**src/rtl/vend_pkg.sv**
```systemverilog
// rtl/vend_pkg.sv - shared state encoding and coin decode for the vending controller
// Contents:
//   vend_state_e  controller states IDLE/CREDIT/DISPENSE/CHANGE
//   COIN_*        2-bit coin codes from the validator
//   coin_decode   coin code -> value in credit units (COIN_W bits, zero-extend at use)
package vend_pkg;

  typedef enum logic [1:0] {
    IDLE     = 2'd0,
    CREDIT   = 2'd1,
    DISPENSE = 2'd2,
    CHANGE   = 2'd3
  } vend_state_e;

  localparam logic [1:0] COIN_1  = 2'b00;
  localparam logic [1:0] COIN_2  = 2'b01;
  localparam logic [1:0] COIN_5  = 2'b10;
  localparam logic [1:0] COIN_10 = 2'b11;

  // Wide enough for the largest coin; callers widen to the credit width.
  localparam int COIN_W = 4;

  function automatic logic [COIN_W-1:0] coin_decode(input logic [1:0] code);
    logic [COIN_W-1:0] units;
    case (code)
      COIN_1:  units = 4'd1;
      COIN_2:  units = 4'd2;
      COIN_5:  units = 4'd5;
      default: units = 4'd10;
    endcase
    return units;
  endfunction

endpackage

```
**src/rtl/vend_price_table.sv**
```systemverilog
// rtl/vend_price_table.sv - NPROD x CREDIT_W price register file
// Ports:
//   clk, rst            clock, async active-high reset (all prices -> 0)
//   we, wr_idx, wr_price  write port, takes effect at the next rising edge
//   rd_idx, rd_price    combinational read port (returns pre-write value in a write cycle)
module vend_price_table
  import vend_pkg::*;
#(
  parameter int CREDIT_W = 6,
  parameter int NPROD    = 4,
  parameter int IDX_W    = 2
) (
  input  logic                clk,
  input  logic                rst,
  input  logic                we,
  input  logic [IDX_W-1:0]    wr_idx,
  input  logic [CREDIT_W-1:0] wr_price,
  input  logic [IDX_W-1:0]    rd_idx,
  output logic [CREDIT_W-1:0] rd_price
);

  logic [CREDIT_W-1:0] prices [NPROD];

  always_ff @(posedge clk or posedge rst) begin
    if (rst) begin
      for (int i = 0; i < NPROD; i++) prices[i] <= '0;
    end else if (we) begin
      prices[wr_idx] <= wr_price;
    end
  end

  assign rd_price = prices[rd_idx];

endmodule

```
**src/rtl/vend_controller.sv**
```systemverilog
// rtl/vend_controller.sv - vending channel sequencer: credit, selection, dispense handshake, change
// Ports:
//   clk, rst                     clock, async active-high reset
//   coin_valid, coin_val         coin strobe and 2-bit coin code
//   coin_reject                  registered pulse: coin returned, credit unchanged
//   sel_valid, sel_idx, sel_nak  product select strobe/index, registered refusal pulse
//   cancel                       refund request strobe
//   cfg_we, cfg_idx, cfg_price   price table write port
//   disp_req, disp_idx, disp_ack dispense handshake to the mechanism
//   chg_pulse                    registered pulse per unit of change returned
//   credit, busy                 current credit; high in DISPENSE and CHANGE
module vend_controller
  import vend_pkg::*;
#(
  parameter int CREDIT_W   = 6,
  parameter int NPROD      = 4,
  parameter int MAX_CREDIT = 50,
  parameter int TIMEOUT    = 200,
  localparam int IDX_W     = $clog2(NPROD)
) (
  input  logic                clk,
  input  logic                rst,
  input  logic                coin_valid,
  input  logic [1:0]          coin_val,
  output logic                coin_reject,
  input  logic                sel_valid,
  input  logic [IDX_W-1:0]    sel_idx,
  output logic                sel_nak,
  input  logic                cancel,
  input  logic                cfg_we,
  input  logic [IDX_W-1:0]    cfg_idx,
  input  logic [CREDIT_W-1:0] cfg_price,
  output logic                disp_req,
  output logic [IDX_W-1:0]    disp_idx,
  input  logic                disp_ack,
  output logic                chg_pulse,
  output logic [CREDIT_W-1:0] credit,
  output logic                busy
);

  localparam int                TMO_W    = $clog2(TIMEOUT);
  localparam logic [TMO_W-1:0]  TMO_LAST = TMO_W'(TIMEOUT - 1);
  localparam logic [CREDIT_W:0] MAX_SUM  = (CREDIT_W + 1)'(MAX_CREDIT);

  vend_state_e         state_q, state_d;
  logic [CREDIT_W-1:0] credit_q, credit_d;
  logic [TMO_W-1:0]    tmo_q, tmo_d;
  logic [IDX_W-1:0]    disp_idx_q, disp_idx_d;
  logic                coin_reject_q, coin_reject_d;
  logic                sel_nak_q, sel_nak_d;
  logic                chg_pulse_q, chg_pulse_d;
  logic                gap_q, gap_d;

  logic [CREDIT_W-1:0] price_rd;
  logic [CREDIT_W-1:0] coin_units;
  logic [CREDIT_W:0]   coin_sum;
  logic                coin_fits;
  logic                price_ok;

  vend_price_table #(
    .CREDIT_W (CREDIT_W),
    .NPROD    (NPROD),
    .IDX_W    (IDX_W)
  ) u_price_table (
    .clk      (clk),
    .rst      (rst),
    .we       (cfg_we),
    .wr_idx   (cfg_idx),
    .wr_price (cfg_price),
    .rd_idx   (sel_idx),
    .rd_price (price_rd)
  );

  assign coin_units = CREDIT_W'(coin_decode(coin_val));
  // One guard bit so the ceiling check cannot be fooled by wrap-around.
  assign coin_sum   = {1'b0, credit_q} + {1'b0, coin_units};
  assign coin_fits  = (coin_sum <= MAX_SUM);
  // A zero price marks an unconfigured product, never a free one.
  assign price_ok   = (price_rd != '0) && (credit_q >= price_rd);

  always_comb begin
    state_d       = state_q;
    credit_d      = credit_q;
    tmo_d         = '0;
    disp_idx_d    = disp_idx_q;
    coin_reject_d = 1'b0;
    sel_nak_d     = 1'b0;
    chg_pulse_d   = 1'b0;
    gap_d         = 1'b0;

    case (state_q)
      IDLE: begin
        sel_nak_d = sel_valid;
        if (coin_valid) begin
          if (coin_fits) begin
            credit_d = coin_sum[CREDIT_W-1:0];
            state_d  = CREDIT;
          end else begin
            coin_reject_d = 1'b1;
          end
        end
      end

      CREDIT: begin
        tmo_d = tmo_q + TMO_W'(1);
        if (cancel) begin
          state_d       = CHANGE;
          coin_reject_d = coin_valid;
        end else if (sel_valid && price_ok) begin
          credit_d      = credit_q - price_rd;
          disp_idx_d    = sel_idx;
          state_d       = DISPENSE;
          coin_reject_d = coin_valid;
        end else begin
          if (sel_valid) begin
            sel_nak_d = 1'b1;
            tmo_d     = '0;
          end
          if (coin_valid) begin
            if (coin_fits) begin
              credit_d = coin_sum[CREDIT_W-1:0];
              tmo_d    = '0;
            end else begin
              coin_reject_d = 1'b1;
            end
          end
          // Only a fully idle cycle at the last count triggers the refund.
          if (!sel_valid && !(coin_valid && coin_fits) && tmo_q == TMO_LAST)
            state_d = CHANGE;
        end
      end

      DISPENSE: begin
        coin_reject_d = coin_valid;
        if (disp_ack) state_d = (credit_q != '0) ? CHANGE : IDLE;
      end

      CHANGE: begin
        coin_reject_d = coin_valid;
        if (credit_q == '0) begin
          state_d = IDLE;
        end else if (!gap_q) begin
          // Pulse and decrement share an edge; leave as the last unit goes out.
          chg_pulse_d = 1'b1;
          credit_d    = credit_q - CREDIT_W'(1);
          gap_d       = 1'b1;
          if (credit_q == CREDIT_W'(1)) state_d = IDLE;
        end
      end

      default: state_d = IDLE;
    endcase

    if (state_d != CREDIT) tmo_d = '0;
  end

  always_ff @(posedge clk or posedge rst) begin
    if (rst) begin
      state_q       <= IDLE;
      credit_q      <= '0;
      tmo_q         <= '0;
      disp_idx_q    <= '0;
      coin_reject_q <= 1'b0;
      sel_nak_q     <= 1'b0;
      chg_pulse_q   <= 1'b0;
      gap_q         <= 1'b0;
    end else begin
      state_q       <= state_d;
      credit_q      <= credit_d;
      tmo_q         <= tmo_d;
      disp_idx_q    <= disp_idx_d;
      coin_reject_q <= coin_reject_d;
      sel_nak_q     <= sel_nak_d;
      chg_pulse_q   <= chg_pulse_d;
      gap_q         <= gap_d;
    end
  end

  assign coin_reject = coin_reject_q;
  assign sel_nak     = sel_nak_q;
  assign chg_pulse   = chg_pulse_q;
  assign credit      = credit_q;
  assign disp_idx    = disp_idx_q;
  assign disp_req    = (state_q == DISPENSE);
  assign busy        = (state_q == DISPENSE) || (state_q == CHANGE);

endmodule
```
**config.mk**
```make
export PLATFORM = sky130hd
export DESIGN_NAME = vend_controller
export DESIGN_NICKNAME = d
export VERILOG_FILES = /design/src/rtl/vend_pkg.sv /design/src/rtl/vend_price_table.sv /design/src/rtl/vend_controller.sv
export SDC_FILE = /design/constraint.sdc
export NUM_CORES = 1
export LEC_CHECK = 0
export ABC_AREA = 1
export CORE_AREA = 3 3 103 80
export DETAILED_ROUTE_END_ITERATION = 10
export DIE_AREA = 0 0 106 83
export HOLD_SLACK_MARGIN = 0.12
export PLACE_DENSITY_LB_ADDON = 0.1
export SYNTH_ARGS = -nofsm -noshare
export SYNTH_HDL_FRONTEND = slang
export SYNTH_SLANG_ARGS = --single-unit
```
**constraint.sdc**
```tcl
create_clock -name clk -period 5 [get_ports clk]
set_input_delay 1.25 -clock clk [delete_from_list [all_inputs] [get_ports clk]]
set_output_delay 1.25 -clock clk [all_outputs]
set_load 0.005 [all_outputs]
```
==> key figures, run 1 <==
Detailed routing
  – First-pass DRT Iterations: 4
  – Total number of vias: 2605
  – WL final: 6.99 mm
  – Post-detailed-route DRC marker count: 0
  – Routed WL per cell: ~13 microns
  – Number of violations reported at the end of detailed-routing iteration 0: 163
  – Post-DR vias/cell: ~4.9
  – Remaining antenna violation count: 0

Pwr
  – Static power due to leakage: 1.66 nW
  – Power density over the cells: approximately 520 nW/um^2
  – Power consumption: 1.75 mW
  – Worst-case vdd ir drop: approximately 220 uV

Worst setup path
  – CP bufs+invs: 5
  – Top cell by count, worst path: sky130_fd_sc_hd__nand2_1
  – CP max stage delay: ~640 ps
  – Critical Path Start Type: input pin
  – Worst Path Required: a little over 5000 ps
  – CP max stage cell: sky130_fd_sc_hd__clkdlybuf4s50_1
  – Capturing element type of the critical path: flop
  – Worst setup slack for register-to-register paths: roughly 2400 ps
  – Critical Path Fanout Max: 13
  – Family with the most delay on the worst path: buffers and inverters
  – Cell Chain, Critical Path: clkdlybuf4s50_1 > inv_2 > nand2_1 > nand3_1 > nand2_1 > inv_1 > ha_1 > inv_1 > fa_1 > nand3_1 > nand4_1 > nand3_4 > inv_2 > o21ai_4 > o211ai_1 > nand2_1 > o21ai_1
  – Startpoint-to-endpoint class of the critical path: in2reg
  – Data arrival at the endpoint of the critical path: between 4000 and 5000 ps

Global routing
  – Initial antenna violation count: 0
  – Grt total ovfl: 0
  – Via count of the first global-routing pass: around 2500
  – Wire length of the first global-routing pass: about 12 mm
  – Maximum number of pins on one net before global-route repair: 46
  – GRT Resource Usage Total: between 10% and 20%

CTS
  – Post-CTS resize count: 0
  – CTS H-tree lvls: 2
  – Post-CTS repair timing setup buffer count: 0
  – Num CTS Buffers: 5
  – Clock tree from TritonCTS: yes
  – Clock network latency to the later pin of the worst-skew pair: roughly 300 ps
  – Max Buffers Root-to-Sink: 2
  – Number of sinks handled by clock tree synthesis: 45
  – Count of hold buffers inserted by post-cts repair: 0
  – Clk pin slew, worst setup/hold paths: about 80 ps
  – CTS root buf: sky130_fd_sc_hd__clkbuf_8

Synthesis
  – Top_reg_cell synth: sky130_fd_sc_hd__dfrtp_1
  – YS warnings: 0
  – Async set-or-reset flop fraction in the synthesized netlist: 100%
  – Post-synthesis net count: ~430
  – Proportion of synthesized chip area in sequential cells: just under 40%
  – Most common cell in the synthesized netlist: sky130_fd_sc_hd__nand2_1
  – Library cell occupying the most area in the post-synthesis netlist: sky130_fd_sc_hd__dfrtp_1
  – Number of cells produced by synthesis: 395
  – Top cells by count, synth: sky130_fd_sc_hd__nand2_1 (115), sky130_fd_sc_hd__inv_1 (49), sky130_fd_sc_hd__dfrtp_1 (45)
  – Post-synthesis cell type count: 34
  – Flip-flop and latch count after synthesis: 45
  – Syn Area/Cell: 7.33 sq um
  – Post-synthesis cell area: a little under 3000 sq um
  – Fraction of synthesized cell area taken by the top area cell type: between 30 and 40%
  – Number of synthesized flops with an enable pin: 0
  – Cell types occupying the most area after synthesis: sky130_fd_sc_hd__dfrtp_1 (39%), sky130_fd_sc_hd__nand2_1 (15%), sky130_fd_sc_hd__nand3_1 (7.1%), sky130_fd_sc_hd__inv_1 (6.3%), sky130_fd_sc_hd__ha_1 (5.6%)

Min path
  – Worst hold-check path type: reg2reg

Placed design
  – I/O Buffers: 31
  – Routability congestion estimate: about 0.83
  – Post-DP HPWL: 5.34 mm
  – Standard cell area after detailed placement: 3300 sq um

Final layout
  – P&R area growth vs syn: 17.4%
  – # diodes: 0
  – Final instance area: between 3000 and 4000 sq um
  – Fin util: 46.6%
  – Number of nets at the end of the flow: between 400 and 500
  – Fill cells: 766
  – Proportion of layout cells with a drive suffix above 1: approximately 6.8%

STA
  – Min cycle time layout: 3900 ps
  – Pin slew with the least headroom to its limit: 936 ps
  – Sum of negative setup slack: 0 ps
  – Maximum frequency from static timing analysis: between 200 and 300 MHz
  – Setup violations, final: 0
  – Final hold violations: 0
  – Relative max-transition margin: 37.5%
  – RSZ-0062 raised after global routing: false
  – Clock skew: roughly 8.4 ps
  – Period utilisation layout: ~78%
  – Total count of max-transition violations in the final report: 0

Flow run
  – Max-cap viol count: 0

Die
  – Site Rows: 27
  – Die span in x: roughly 110 microns
  – Boundary pin count: 32
  – Standard cell core area: 7300 sq um
  – Die Y: 83 microns
  – Area of the die: between 8000 and 9000 sq um
  – Effective utilization at floorplan: 39.7%

Outcome
  – Result of the run: completed
-- metal layers --
layer	wire, microns	vias up	track usage, %
met5	0	-	0
met4	35	0	3.53
met3	403	2	3.11
met2	2840	70	24.0
met1	3710	1192	27.5
li1	-	1341	-
-- metrics by stage --
stage               setup WS [ps]  hold slack, ps  std cells
floorplan                    1830             453        395
global placement              944             470        520
detailed placement            795             476        520
CTS                          1100             497        528
global route                  785             520        528
finish                       1100             490        528
-- layout make-up --
type	count	area (sq um)	area share, %
repair buffers	31	310	9.12
flip-flops and latches	45	1130	33.1
inverters	56	210	6.18
clock inverters	1	8.76	0.258
clock buffers	7	96.3	2.83
well taps	101	126	3.72
multi-input cells	287	1520	44.8
-- final timing paths --
kind                                  startpoint                             endpoint  cells past startpoint
max reg2reg                credit[1]$_DFFE_PP0P_                   tmo_q[2]$_DFF_PP0_                     16
min                              gap_q$_DFF_PP0_                      gap_q$_DFF_PP0_                      1
min in group asynchronous                    rst  u_price_table.prices[3]$_DFFE_PP0P_                      2
max in group asynchronous                    rst                credit[5]$_DFFE_PP0P_                      2
max                                   sel_idx[0]                credit[0]$_DFFE_PP0P_                     17
min reg2reg                      gap_q$_DFF_PP0_                      gap_q$_DFF_PP0_                      1
-- power by group --
part	switching (mW)	total, mW	internal, mW
logic	0.562	0.946	0.385
clock network	0.131	0.258	0.128
registers	0.101	0.550	0.449
-- layout by cell type, fill, tap and decap left out --
cell type and count:
sky130_fd_sc_hd__nand3_1 41, sky130_fd_sc_hd__nor3_1 1, sky130_fd_sc_hd__inv_6 1, sky130_fd_sc_hd__clkinv_1 2
sky130_fd_sc_hd__a31oi_1 2, sky130_fd_sc_hd__inv_1 48, sky130_fd_sc_hd__nand2_2 4, sky130_fd_sc_hd__or2_2 1
sky130_fd_sc_hd__nand4_1 9, sky130_fd_sc_hd__nand3_4 1, sky130_fd_sc_hd__clkbuf_8 7, sky130_fd_sc_hd__o21ai_1 6
sky130_fd_sc_hd__nand2_1 115, sky130_fd_sc_hd__fa_1 2, sky130_fd_sc_hd__a21oi_4 1, sky130_fd_sc_hd__nand2_4 1
sky130_fd_sc_hd__nand3_2 1, sky130_fd_sc_hd__o21ai_4 1, sky130_fd_sc_hd__o21a_1 2, sky130_fd_sc_hd__o21ai_0 28
sky130_fd_sc_hd__a21oi_2 2, sky130_fd_sc_hd__nor2_1 24, sky130_fd_sc_hd__clkdlybuf4s50_1 31, sky130_fd_sc_hd__a22oi_1 1
sky130_fd_sc_hd__ha_1 13, sky130_fd_sc_hd__nor2_2 3, sky130_fd_sc_hd__nor4_1 2, sky130_fd_sc_hd__xor2_1 7
sky130_fd_sc_hd__nand3b_1 1, sky130_fd_sc_hd__inv_2 6, sky130_fd_sc_hd__dfrtp_1 45, sky130_fd_sc_hd__xnor2_1 3
sky130_fd_sc_hd__o211ai_1 2, sky130_fd_sc_hd__a21oi_1 13
-- sequential cells by signal, summed over array words and instances (netlist names) --
name                  cells
sel_nak                   1
coin_reject               1
gap_q                     1
disp_idx                  2
tmo_q                     8
credit                    6
u_price_table.prices     24
state_q                   2
-- kinds of logic (layout without fill, tap and decap cells) --
kind of cell / count (synthesis) / in the layout / share of synthesized area, %
AND/OR/NAND/NOR: 204 / 204 / 31.0
flip-flops: 45 / 45 / 38.9
buffers and inverters: 63 / 95 / 8.55
AO/OA/AOI/OAI: 58 / 58 / 11.6
XOR/XNOR: 10 / 10 / 3.02
adder cells (fa/ha/maj): 15 / 15 / 7.00
-- worst register-to-register path, delay by kind of cell (launching register included) --
family | cells | cell delay, ps
and+or+nand+nor | 13 | 1330
DFF | 1 | 500
adders and majority gates | 1 | 470
buffers and inverters | 2 | 270
No activity file was read; power rests on OpenSTA's default activity.
==> run 2, diff against run 1 <==
==> constraint.sdc (replaced) <==
create_clock -name clk -period 3.5 [get_ports clk]
set_input_delay 0.875 -clock clk [delete_from_list [all_inputs] [get_ports clk]]
set_output_delay 0.875 -clock clk [all_outputs]
set_load 0.005 [all_outputs]
==> run 2 against run 1 <==
- final cell count rose by 2.3%
- power rose by 49%
- die area did not move
- via count rose by 0.50%
- sequential cell count did not move
- largest cell class unchanged
- highest routed layer unchanged
==> key figures, run 2 (synthesis results as in run 1) <==
Outcome
  – Result of the run: completed

STA
  – Total count of max-transition violations in the final report: 0 (unchanged)
  – Period utilisation layout: 92.4%
  – Relative max-transition margin: 36.6% (-0.86 points)
  – Final hold violations: 0 (unchanged)
  – Pin slew with the least headroom to its limit: 949 ps (+12.9 ps)
  – Maximum frequency from static timing analysis: 309 MHz
  – Min cycle time layout: 3230 ps
  – Setup violations, final: 0 (unchanged)
  – Post-layout worst setup margin: 265 ps (-838 ps)
  – Clock skew: 13.3 ps (+4.93 ps)

Detailed routing
  – Routed WL per cell: 13.1 microns (-1.2%)
  – Post-DR vias/cell: 4.85 (-1.7%)
  – Total number of vias: 2618 (+0.50%)
  – Remaining antenna violation count: 0 (unchanged)
  – Post-detailed-route DRC marker count: 0 (unchanged)
  – WL final: 7.06 mm (+1.0%)
  – First-pass DRT Iterations: 5 (+1)
  – Number of violations reported at the end of detailed-routing iteration 0: 110 (-33%)

Final layout
  – Most common library cell in the layout ignoring fill and taps: sky130_fd_sc_hd__nand2_1
  – Proportion of layout cells with a drive suffix above 1: 9.11% (+2.3 points)
  – Largest register by flop count: u_price_table.prices
  – # diodes: 0 (unchanged)
  – Multi-input gate area: 1520 sq um (unchanged)
  – Number of nets at the end of the flow: 472 (+2.6%)
  – Fill cells: 764 (-0.26%)
  – P&R area growth vs syn: 21.3%
  – Area occupied by registers: 1130 sq um (unchanged)
  – Commonest cells after routing, fill and taps aside: sky130_fd_sc_hd__nand2_1 (115), sky130_fd_sc_hd__inv_1 (48), sky130_fd_sc_hd__dfrtp_1 (45)
  – Number of flip-flops under the largest register name: 24 (unchanged)

Die
  – Effective utilization at floorplan: 39.7% (unchanged)
  – Die span in x: 106 microns (unchanged)
  – Boundary pin count: 32 (unchanged)
  – Die Y: 83 microns (unchanged)
  – Site Rows: 27 (unchanged)
  – Area of the die: 8800 sq um (unchanged)
  – Standard cell core area: 7300 sq um (unchanged)

Pwr
  – Share of power burned in combinational logic: 54.3% (+0.4 points)
  – Static power due to leakage: 1.72 nW (+3.8%)
  – Clock Power Share: 15.5% (+0.8 points)
  – Worst-case vdd ir drop: 256 uV (+17%)
  – Power consumption: 2.61 mW (+49%)
  – Power Internal: 1.47 mW (+53%)
  – Power density over the cells: 742 nW/um^2 (+44%)
  – Seq pwr share: 30.3% (-1.0 points)
  – Sw Pwr: 1.13 mW (+43%)
  – Fraction of power spent switching nets: 43.5% (-1.7 points)

Worst setup path
  – Critical Path Fanout Max: 7 (-6)
  – Worst Path Required: 3720 ps (-1450 ps)
  – Capture point of the worst reg-to-reg path: tmo_q[6]$_DFF_PP0_
  – Startpoint-to-endpoint class of the critical path: in2reg
  – Data arrival at the endpoint of the critical path: 3460 ps (-610 ps)
  – Critical Path Start Type: input pin
  – CP startpoint: sel_idx[0]
  – Worst setup slack for register-to-register paths: 940 ps (-1440 ps)
  – Capturing element type of the critical path: flop
  – Crit path capture: credit[1]$_DFFE_PP0P_
  – Start of the worst register-to-register path: credit[1]$_DFFE_PP0P_
  – Worst r2r path cells: 16 (unchanged)

CTS
  – Num CTS Buffers: 5 (unchanged)
  – Clock network latency to the later pin of the worst-skew pair: 310 ps (about the same)
  – Number of sinks handled by clock tree synthesis: 45 (unchanged)
  – CTS root buf: sky130_fd_sc_hd__clkbuf_8
  – CTS H-tree lvls: 2 (unchanged)
  – Clock tree from TritonCTS: yes
  – Max Buffers Root-to-Sink: 2 (unchanged)
  – Clk pin slew, worst setup/hold paths: 80 ps (about the same)

Flow run
  – Max-cap viol count: 0 (unchanged)

Global routing
  – Wire length of the first global-routing pass: 12.3 mm (-0.44%)
  – Via count of the first global-routing pass: 2513 (+1.9%)
  – GRT Resource Usage Total: 17.1% (-0.17 points)
  – Initial antenna violation count: 0 (unchanged)
  – Maximum number of pins on one net before global-route repair: 46 (unchanged)
  – Grt total ovfl: 0 (unchanged)

Min path
  – Worst hold-check path type: reg2reg

Placed design
  – Routability congestion estimate: 0.837 (+1.0%)
  – Post-DP HPWL: 5.37 mm (+0.62%)
  – I/O Buffers: 31 (unchanged)
  – Setup WS pre-CTS: -5.24 ps (-801 ps)
[run 2: worst min path at each step]
stage / start / to / slack (ps) / depth (start not counted)
3_3_place_gp: u_price_table.prices[13]$_DFFE_PP0P_ / u_price_table.prices[13]$_DFFE_PP0P_ / 470 / 2
4_1_cts: gap_q$_DFF_PP0_ / gap_q$_DFF_PP0_ / 490 / 1
2_1_floorplan: u_price_table.prices[12]$_DFFE_PP0P_ / u_price_table.prices[12]$_DFFE_PP0P_ / 450 / 2
3_5_place_dp: u_price_table.prices[13]$_DFFE_PP0P_ / u_price_table.prices[13]$_DFFE_PP0P_ / 470 / 2
5_1_grt: gap_q$_DFF_PP0_ / gap_q$_DFF_PP0_ / 520 / 1
6_report: gap_q$_DFF_PP0_ / gap_q$_DFF_PP0_ / 490 / 1
[run 2: power groups by stage]
| stage | clock network [mW] | registers [mW] | logic, mW |
|---|---|---|---|
| 4_1_cts | 0.414 | 0.789 | 1.41 |
| 6_report | 0.403 | 0.789 | 1.41 |
| 3_3_place_gp | 0 | 0.800 | 1.40 |
| 3_5_place_dp | 0 | 0.798 | 1.40 |
| 5_1_grt | 0.440 | 0.811 | 1.63 |
| 2_1_floorplan | 0 | 0.752 | 0.955 |
[run 2: per-stage QoR]
step / hold slack (ps) / cell area, sq um / instances / setup TNS (ps) / util (%)
after floorplan: 453 / 2900 / 395 / 0 / -
after global placement: 470 / 3390 / 531 / 0 / 46.5
after detailed placement: 473 / 3390 / 531 / -5.24 / 46.5
after CTS: 490 / 3500 / 539 / 0 / 48.0
after global routing: 518 / 3510 / 540 / -33.2 / 48.1
final: 490 / 3510 / 540 / 0 / 48.1
[run 2: final cells by class]
class	count	share of cell area (%)
clock buffers	6	2.07
clock inverters	2	1.10
inverters	56	6.06
multi-input cells	287	43.4
flip-flops and latches	45	32.1
well taps	101	3.60
repair buffers	43	11.8
[run 2: worst max-delay path, stage by stage]
cell                              delay, ps
sky130_fd_sc_hd__clkdlybuf4s50_1        550
sky130_fd_sc_hd__buf_4                  180
sky130_fd_sc_hd__nand2_1                 50
sky130_fd_sc_hd__nand3_1                 70
sky130_fd_sc_hd__nand2_1                 80
sky130_fd_sc_hd__inv_1                   60
sky130_fd_sc_hd__ha_1                   120
sky130_fd_sc_hd__inv_1                   60
sky130_fd_sc_hd__fa_1                   390
sky130_fd_sc_hd__nand3_1                100
sky130_fd_sc_hd__nand4_1                160
sky130_fd_sc_hd__nand3_4                170
sky130_fd_sc_hd__inv_2                   50
sky130_fd_sc_hd__o21ai_4                220
sky130_fd_sc_hd__nand3_1                130
sky130_fd_sc_hd__nand2_1                 70
sky130_fd_sc_hd__nand2_1                 40
sky130_fd_sc_hd__o21ai_1                 70
[run 2: layer usage]
layer  vias to the layer above  track usage (%)  wire length (microns)
met2                        44             24.6                   2790
met4                         0             3.41                     47
met3                         6             3.19                    314
met1                      1205             26.5                   3910
li1                       1363                -                      -
met5                         -                0                      0
[run 2: timing repair]
| action | 4_1_cts | 5_1_grt |
|---|---|---|
| hold buffers | 0 | 0 |
| setup endpoints to repair | 0 | 4 |
| resized for setup | 0 | 1 |
| setup buffers | 0 | 1 |
==> run 3, diff against run 2 <==
--- a/config.mk
+++ b/config.mk
@@ -6,9 +6,10 @@
 export NUM_CORES = 1
 export LEC_CHECK = 0
 export ABC_AREA = 1
-export CORE_AREA = 3 3 103 80
+export CAP_MARGIN = 20
+export CORE_AREA = 3 3 105 82
 export DETAILED_ROUTE_END_ITERATION = 10
-export DIE_AREA = 0 0 106 83
+export DIE_AREA = 0 0 108 85
 export HOLD_SLACK_MARGIN = 0.12
 export PLACE_DENSITY_LB_ADDON = 0.1
 export SYNTH_ARGS = -nofsm -noshare
==> run 3 against run 2 <==
- utilization shrank 3.4 points
- largest power group unchanged
- hold slack gained 0.68 ps
- via count shrank 0.92%
- setup slack gained 21 ps
- critical endpoint is now credit[3]$_DFFE_PP0P_
==> key figures, run 3 (synthesis results as in run 1) <==
Outcome
  – Result of the run: completed

Worst setup path
  – CP bufs+invs: 5 (unchanged)
  – Startpoint-to-endpoint class of the critical path: in2reg
  – Critical Path Start Type: input pin
  – Family with the most delay on the worst path: simple AND/OR/NAND/NOR gates
  – Critical Path Fanout Max: 13 (+6)
  – Cell Chain, Critical Path: clkdlybuf4s50_1 > inv_2 > nand2_1 > nand3_1 > nand2_1 > inv_1 > ha_1 > inv_1 > fa_1 > nand3_1 > nand4_1 > nand3_4 > inv_2 > o21ai_4 > nand3_1 > nand2_1 > nand2_1 > o21ai_1
  – CP max stage cell: sky130_fd_sc_hd__clkdlybuf4s50_1
  – Top cell by count, worst path: sky130_fd_sc_hd__nand2_1
  – Capturing element type of the critical path: flop
  – CP max stage delay: 460 ps (-90 ps)
  – Worst Path Required: 3720 ps (about the same)
  – Data arrival at the endpoint of the critical path: 3440 ps (-20 ps)

Pwr
  – Static power due to leakage: 1.69 nW (-1.6%)
  – Power consumption: 2.50 mW (-4.1%)
  – Power density over the cells: 721 nW/um^2 (-2.8%)
  – Worst-case vdd ir drop: 267 uV (+4.5%)

Final layout
  – Most common library cell in the layout ignoring fill and taps: sky130_fd_sc_hd__nand2_1
  – Area occupied by registers: 1130 sq um (unchanged)
  – Largest register by flop count: u_price_table.prices
  – Number of nets at the end of the flow: 470 (-0.42%)
  – P&R area growth vs syn: 19.7%
  – Multi-input gate area: 1520 sq um (unchanged)
  – Number of flip-flops under the largest register name: 24 (unchanged)
  – # diodes: 0 (unchanged)
  – Proportion of layout cells with a drive suffix above 1: 8.94% (-0.17 points)
  – Fin util: 44.8% (-3.4 points)
  – Fill cells: 797 (+4.3%)
  – Commonest cells after routing, fill and taps aside: sky130_fd_sc_hd__nand2_1 (115), sky130_fd_sc_hd__inv_1 (47), sky130_fd_sc_hd__dfrtp_1 (45)

Detailed routing
  – Remaining antenna violation count: 0 (unchanged)
  – Met3 Wirelength: 260 microns (-17%)
  – Post-detailed-route DRC marker count: 0 (unchanged)
  – Total number of vias: 2594 (-0.92%)
  – Post-DR vias/cell: 4.79 (-1.1%)
  – WL final: 6.95 mm (-1.5%)
  – Top layer reached by signal wires: met4
  – Routed WL per cell: 12.9 microns (-1.7%)
  – Metal1 wirelength: 3.75 mm (-4.0%)
  – Number of violations reported at the end of detailed-routing iteration 0: 119 (+8.2%)
  – Met2 layer wire length in the routed design: 2.92 mm (+4.6%)
  – First-pass DRT Iterations: 4 (-1)

STA
  – Period utilisation layout: 91.8% (-0.60 points)
  – Clock skew: 5.56 ps (-7.75 ps)
  – Total count of max-transition violations in the final report: 0 (unchanged)
  – Min cycle time layout: 3210 ps (-20.8 ps)
  – Relative max-transition margin: 35.9% (-0.72 points)
  – Final hold violations: 0 (unchanged)
  – RSZ-0062 raised after global routing: false
  – Pin slew with the least headroom to its limit: 960 ps (+10.8 ps)
  – Setup violations, final: 0 (unchanged)
  – Maximum frequency from static timing analysis: 311 MHz (+0.65%)

CTS
  – Clock tree from TritonCTS: yes
  – Clock network latency to the later pin of the worst-skew pair: 300 ps (about the same)
  – Clk pin slew, worst setup/hold paths: 80 ps (about the same)
  – Num CTS Buffers: 5 (unchanged)
  – CTS root buf: sky130_fd_sc_hd__clkbuf_8
  – Post-CTS repair timing setup buffer count: 0 (unchanged)
  – Number of sinks handled by clock tree synthesis: 45 (unchanged)
  – Max Buffers Root-to-Sink: 2 (unchanged)
  – CTS H-tree lvls: 2 (unchanged)

Die
  – Standard cell core area: 7740 sq um (+6.1%)
  – Effective utilization at floorplan: 37.4% (-2.3 points)
  – Die Y: 85 microns (+2.4%)
  – Site Rows: 28 (+3.7%)
  – Boundary pin count: 32 (unchanged)
  – Die span in x: 108 microns (+1.9%)
  – Area of the die: 9180 sq um (+4.3%)

Global routing
  – Via count of the first global-routing pass: 2517 (+0.16%)
  – GRT Resource Usage Total: 16.4% (-0.70 points)
  – Wire length of the first global-routing pass: 12.2 mm (-1.1%)
  – Initial antenna violation count: 0 (unchanged)
  – Maximum number of pins on one net before global-route repair: 46 (unchanged)
  – Grt total ovfl: 0 (unchanged)

Placed design
  – Routability congestion estimate: 0.859 (+2.6%)
  – Post-DP HPWL: 5.39 mm (+0.33%)
  – I/O Buffers: 31 (unchanged)

Flow run
  – Max-cap viol count: 0 (unchanged)

Min path
  – Worst hold-check path type: reg2reg
[run 3: cell count changes in the layout (fill, tap and decap cells not counted)]
cell / delta
sky130_fd_sc_hd__inv_1: -1
sky130_fd_sc_hd__bufinv_16: -1
sky130_fd_sc_hd__clkbuf_8: +1
sky130_fd_sc_hd__clkbuf_1: -1
sky130_fd_sc_hd__clkinvlp_4: +1
sky130_fd_sc_hd__buf_4: -1
sky130_fd_sc_hd__inv_4: -1
sky130_fd_sc_hd__buf_12: -1
sky130_fd_sc_hd__clkinv_4: -1
sky130_fd_sc_hd__inv_2: +2
[run 3: routing by layer]
layer	vias up	global-route usage (%)
li1	1361	-
met1	1185	25.6
met2	46	23.8
met3	2	2.74
met4	0	3.21
met5	-	0
[run 3: layout make-up]
class | count | area share [%]
clock inverter | 1 | 0.217
sequential | 45 | 32.5
tap | 105 | 3.79
clock buffer | 6 | 2.38
timing repair buffer | 41 | 11.1
multi-input combinational | 287 | 43.9
inverter | 56 | 6.07
[run 3: path summary, 6_finish.rpt]
path	depth (start not counted)	endpoint	start	slack [ps]
worst max-delay path	18	credit[3]$_DFFE_PP0P_	sel_idx[0]	290
worst min-delay path	1	gap_q$_DFF_PP0_	gap_q$_DFF_PP0_	490
worst max register to register	17	credit[3]$_DFFE_PP0P_	credit[1]$_DFFE_PP0P_	970
worst min register to register	1	gap_q$_DFF_PP0_	gap_q$_DFF_PP0_	490
max in group asynchronous	2	credit[0]$_DFFE_PP0P_	rst	1790
min in group asynchronous	2	u_price_table.prices[18]$_DFFE_PP0P_	rst	1120
[run 3: what timing repair did]
| action | 4_1_cts | 5_1_grt |
|---|---|---|
| endpoints found under the setup margin | 0 | 1 |
| hold buffers | 0 | 0 |
| gates resized for setup | 0 | 1 |
[run 3: power breakdown]
| group | leakage, nW | internal, mW | total [mW] | switching [mW] |
|---|---|---|---|---|
| sequential | 0.569 | 0.641 | 0.781 | 0.140 |
| combinational | 1.08 | 0.586 | 1.39 | 0.805 |
| clock | 0.0433 | 0.156 | 0.328 | 0.172 |
| total | 1.69 | 1.38 | 2.50 | 1.12 |
[run 3: per-stage QoR]
step	cell area, sq um	instances	worst slack (ps)	setup TNS (ps)	hold WS (ps)
after detailed placement	3380	534	-34.8	-247	474
final	3470	541	286	0	491
after global placement	3380	534	-8.27	-15.8	468
after global routing	3470	541	23.4	0	514
after CTS	3470	541	267	0	493
after floorplan	2900	395	710	0	453
[run 3: worst register-to-register path, cell delays in order, from the launching register on]
cell	delay [ps]
sky130_fd_sc_hd__dfrtp_1	490
sky130_fd_sc_hd__inv_1	200
sky130_fd_sc_hd__fa_1	450
sky130_fd_sc_hd__nand3b_1	190
sky130_fd_sc_hd__nand2_1	80
sky130_fd_sc_hd__nand2_1	60
sky130_fd_sc_hd__nand2_1	70
sky130_fd_sc_hd__inv_1	50
sky130_fd_sc_hd__nand3_1	70
sky130_fd_sc_hd__nand2_1	60
sky130_fd_sc_hd__nand2_2	110
sky130_fd_sc_hd__nand2_4	90
sky130_fd_sc_hd__buf_4	160
sky130_fd_sc_hd__inv_1	80
sky130_fd_sc_hd__nand3_1	80
sky130_fd_sc_hd__nand2_1	80
sky130_fd_sc_hd__nand2_1	40
sky130_fd_sc_hd__o21ai_1	70
